$ cat config.mk
export PLATFORM = sky130hd
export DESIGN_NAME = prefix_carry_pipe
export DESIGN_NICKNAME = d
export VERILOG_FILES = /design/src/rtl/prefix_carry_pipe.sv
export SDC_FILE = /design/constraint.sdc
export NUM_CORES = 1
export LEC_CHECK = 0
export ABC_CLOCK_PERIOD_IN_PS = 1500
export CORE_ASPECT_RATIO = 0.6
export CORE_MARGIN = 8
export CORE_UTILIZATION = 35
export CTS_BUF_LIST = sky130_fd_sc_hd__clkbuf_8
export CTS_CLUSTER_SIZE = 20
export DETAILED_ROUTE_END_ITERATION = 6
export PLACE_DENSITY = 0.63
export SYNTH_ARGS = -nofsm -noshare
export SYNTH_HDL_FRONTEND = slang
export SYNTH_SLANG_ARGS = --single-unit
export TNS_END_PERCENT = 50
$ cat constraint.sdc
create_clock -name clkpos -period 1.5 [get_ports clkpos]
set_clock_uncertainty 0.15 [all_clocks]
set_input_delay 0.3 -clock clkpos [delete_from_list [all_inputs] [get_ports clkpos]]
set_output_delay 0.3 -clock clkpos [all_outputs]
set_load 0.005 [all_outputs]
$ cat src/rtl/prefix_carry_pipe.sv
// Pipelined Kogge-Stone carry network: per-bit carries out, LVLS+1 stage latency.
// Define PREFIX_SUM_EN to add the sum output and its p/cin side pipeline.
module prefix_carry_pipe #(
  parameter int WIDTH = 16
) (
  input  logic             clkpos,
  input  logic             rst_n,
  input  logic             in_valid,
  output logic             in_ready,
  input  logic [WIDTH-1:0] a,
  input  logic [WIDTH-1:0] b,
  input  logic             cin,
  output logic             out_valid,
  input  logic             out_ready,
  output logic [WIDTH-1:0] cout,
`ifdef PREFIX_SUM_EN
  output logic [WIDTH-1:0] sum,
`endif
  output logic             busy
);

  localparam int LVLS = $clog2(WIDTH);

  logic             en;
  logic [LVLS:0]    v_q, v_d;
  logic [WIDTH-1:0] g_q [LVLS+1];
  logic [WIDTH-1:0] g_d [LVLS+1];
  logic [WIDTH-1:0] p_q [LVLS];
  logic [WIDTH-1:0] p_d [LVLS];

  always_comb begin
    en  = !v_q[LVLS] | out_ready;
    v_d = {v_q[LVLS-1:0], in_valid};
    g_d[0]    = a & b;
    g_d[0][0] = (a[0] & b[0]) | ((a[0] ^ b[0]) & cin);
    p_d[0]    = a ^ b;
    // Combine distance doubles each level; low bits pass through.
    for (int k = 1; k <= LVLS; k++) begin
      g_d[k] = g_q[k-1];
      for (int i = 1 << (k-1); i < WIDTH; i++) begin
        g_d[k][i] = g_q[k-1][i]
                  | (p_q[k-1][i] & g_q[k-1][i-(1 << (k-1))]);
      end
    end
    for (int k = 1; k < LVLS; k++) begin
      p_d[k] = p_q[k-1];
      for (int i = 1 << (k-1); i < WIDTH; i++) begin
        p_d[k][i] = p_q[k-1][i] & p_q[k-1][i-(1 << (k-1))];
      end
    end
  end

  always_ff @(posedge clkpos) begin
    if (!rst_n) begin
      v_q <= '0;
      g_q <= '{default: '0};
      p_q <= '{default: '0};
    end else if (en) begin
      v_q <= v_d;
      g_q <= g_d;
      p_q <= p_d;
    end
  end

`ifdef PREFIX_SUM_EN
  logic [WIDTH-1:0] s_q [LVLS+1];
  logic [LVLS:0]    c_q;

  always_ff @(posedge clkpos) begin
    if (!rst_n) begin
      s_q <= '{default: '0};
      c_q <= '0;
    end else if (en) begin
      s_q[0] <= a ^ b;
      for (int k = 1; k <= LVLS; k++) begin
        s_q[k] <= s_q[k-1];
      end
      c_q <= {c_q[LVLS-1:0], cin};
    end
  end

  assign sum = s_q[LVLS] ^ {cout[WIDTH-2:0], c_q[LVLS]};
`endif

  assign in_ready  = en;
  assign out_valid = v_q[LVLS];
  assign cout      = g_q[LVLS];
  assign busy      = |v_q;

endmodule
==> results.yml <==
placed_design:
  gp_congestion: 0.772
  dp.cells: 831
  port-buffer-count: 55
  hpwl_mm: 8.62
logic_synthesis:
  ys_seq_area_share_pct: 49.9
  syn-num-nets: 667
  synth.top_cell.area_share_pct: 49.9
  yosysWarnings: 0
  ys_ff_latch: 134
  yosys.cell_types.count: 19
  synth_area_um2: 5370
  synth_area_leader_cell: "dfxtp_1"
  netlist_instances: 614
  synth_area_leaders: "dfxtp_1, a21oi_1, nand2_1"
  avgSynthCellArea_um2: 8.75
route:
  detail_route.first_pass.iterations: 5
  final_antenna_net_count: 0
  drt-initial-drc-count: 409
  wl_per_cell_um: 18.0
  viasPerCell: 5.18
  vias: 4680
  drcViolationCount: 0
  postRouteWirelength_mm: 16.3
cts:
  ctsRootBufferMaster: "clkbuf_8"
  hold_buffers: 0
  cts_tree: "done"
  clockBufferDepth: 2
  htree_levels: 4
  worstSkewPairLatency_ns: 0.44
  cts.sink_count: 134
  path_clk_slew_ns: 0.08
  cts_buffers: 17
worst_setup_path:
  required_ns: 1.72
  arrival_ns: 1.87
  path_cells: "buf_6 -> nor2b_4 -> buf_4 -> buf_8 -> buf_12 -> clkbuf_16 -> nand2_1 -> a21boi_0"
  slowest_stage: "dfxtp_2"
  start_kind: "register"
  max_stage_delay_ns: 0.35
  cp_max_fo: 8
  end_kind: "register"
  critPathKind: "reg2reg"
final_layout:
  finalNonFillerCells: 904
  area_growth_pct: 39.1
  layout_commonest_cell: "nand2_1"
  final_layout_size_suffix_gt1_share_pct: 24.7
  fillerInstances: 1371
  nets: 741
  layout_common_cells: "nand2_1, dfxtp_1, a21oi_1"
  n_antenna_cell: 0
  post-route-util_pct: 49.2
timing:
  setup_ws_ns: -0.156
  setup_viol: 132
  fmax_mhz: 604
  slew_headroom_pct: 78.5
  tns_ns: -8.66
  hold_viol: 0
  rsz0062_at_grt: "yes"
  fin_crit_ns: 1.66
  worst_pin_slew_ns: 0.322
  finalCritPeriodShare_pct: 110
  maxSlewViolCount: 0
floorplan:
  initial_core_util_pct: 35.4
  fp.dieW_um: 176
  num_io_pins: 56
  dieArea_um2: 19700
  rows: 35
  core_area_um2: 15200
  die_h_um: 112
power:
  fin_total_pwr_mw: 7.18
  ir_drop_v: 0.000505
  powerDensity_nw_per_um2: 961
  p_leak_nw: 2.82
global_routing:
  grt_pass1_wl_mm: 20.9
  grt_max_degree: 56
  grt.total_usage_pct: 13.0
  antenna_found_initial: 0
  first_global_vias: 4147
  globalRoute.totalOverflow: 0
status:
  violations: "negative setup slack"
  status: "complete, but fails checks"
hold_path:
  worstHoldPathType: "in2reg"
job:
  drv_cap: 0
-- state kept, by name (all words and copies together), names as in the netlist --
signal / flops
v_q: 5
p_q: 49
g_d: 15
g_q: 49
cout: 16
-- power breakdown --
group / internal [mW] / switching, mW / total [mW]
sequential: 3.67 / 0.112 / 3.78
combinational: 0.303 / 0.235 / 0.539
clock: 1.46 / 1.41 / 2.86
-- worst paths after layout --
kind | slack [ns] | startpoint | to | cells past startpoint
max reg2reg | -0.16 | v_q[4]$_SDFFE_PN0P_ | g_d[2]$_SDFFE_PN0P_ | 8
min reg2reg | 0.30 | p_q[10]$_SDFFE_PN0P_ | p_q[10]$_SDFFE_PN0P_ | 2
min | 0.09 | rst_n | v_q[4]$_SDFFE_PN0P_ | 2
max | -0.16 | v_q[4]$_SDFFE_PN0P_ | g_d[2]$_SDFFE_PN0P_ | 8
-- cell usage after synthesis, drive strengths merged --
library cell and instances:
dfxtp 134, nand2 133, a21oi 100, a21boi 83, o21ai 50, buf 47, nand3 34, ha 16
clkbuf 12, inv 1, nor2 1, nor2b 1, nor3 1, o21a 1
-- routing by layer --
metal / GRT usage (%) / share of wire (%) / vias up
li1: - / - / 2267
met1: 18.4 / 51 / 2243
met2: 18.2 / 41 / 150
met3: 3.79 / 6.6 / 20
met4: 4.78 / 1.1 / 0
met5: 0 / 0 / -
-- cell families after synthesis --
| group | Yosys count | synth area share [%] |
|---|---|---|
| AOI/OAI and AO/OA | 234 | 27.0 |
| DFF | 134 | 49.9 |
| adders and majority gates | 16 | 3.73 |
| and+or+nand+nor | 170 | 12.9 |
| buffers and inverters | 60 | 6.50 |
-- timing repair --
| action | CTS | global route |
|---|---|---|
| gates cloned | 0 | 32 |
| buffers inserted | 3 | 6 |
| gates resized for setup | 63 | 116 |
| pin swaps | 3 | 7 |
| setup endpoints to repair | 20 | 149 |
-- area by class of cell --
cell class / instances / area (µm²) / share of cell area (%)
flip-flops and latches: 134 / 2690 / 36.0
multi-input cells: 420 / 2530 / 33.8
repair buffers: 114 / 1620 / 21.7
clock buffers: 21 / 289 / 3.87
well taps: 203 / 254 / 3.40
clock inverters: 11 / 82.6 / 1.10
inverters: 1 / 6.26 / 0.0837
-- worst max-delay path: cells and delay by family (launching register included) --
kind            cells  cell delay [ns]
compound gates      1             0.15
buf+inv             5             0.71
flops               1             0.35
simple gates        2             0.21
-- through the flow --
step / hold slack, ns / setup WS [ns] / instance area [µm²]
floorplan: 0.281 / 0.168 / 5370
global placement: 0.292 / -0.371 / 6060
detailed placement: 0.292 / -0.363 / 6060
CTS: 0.0794 / -0.171 / 6490
global route: 0.0894 / -0.227 / 7470
finish: 0.0918 / -0.156 / 7470
Note: power is estimated with default switching activity, not from simulation.
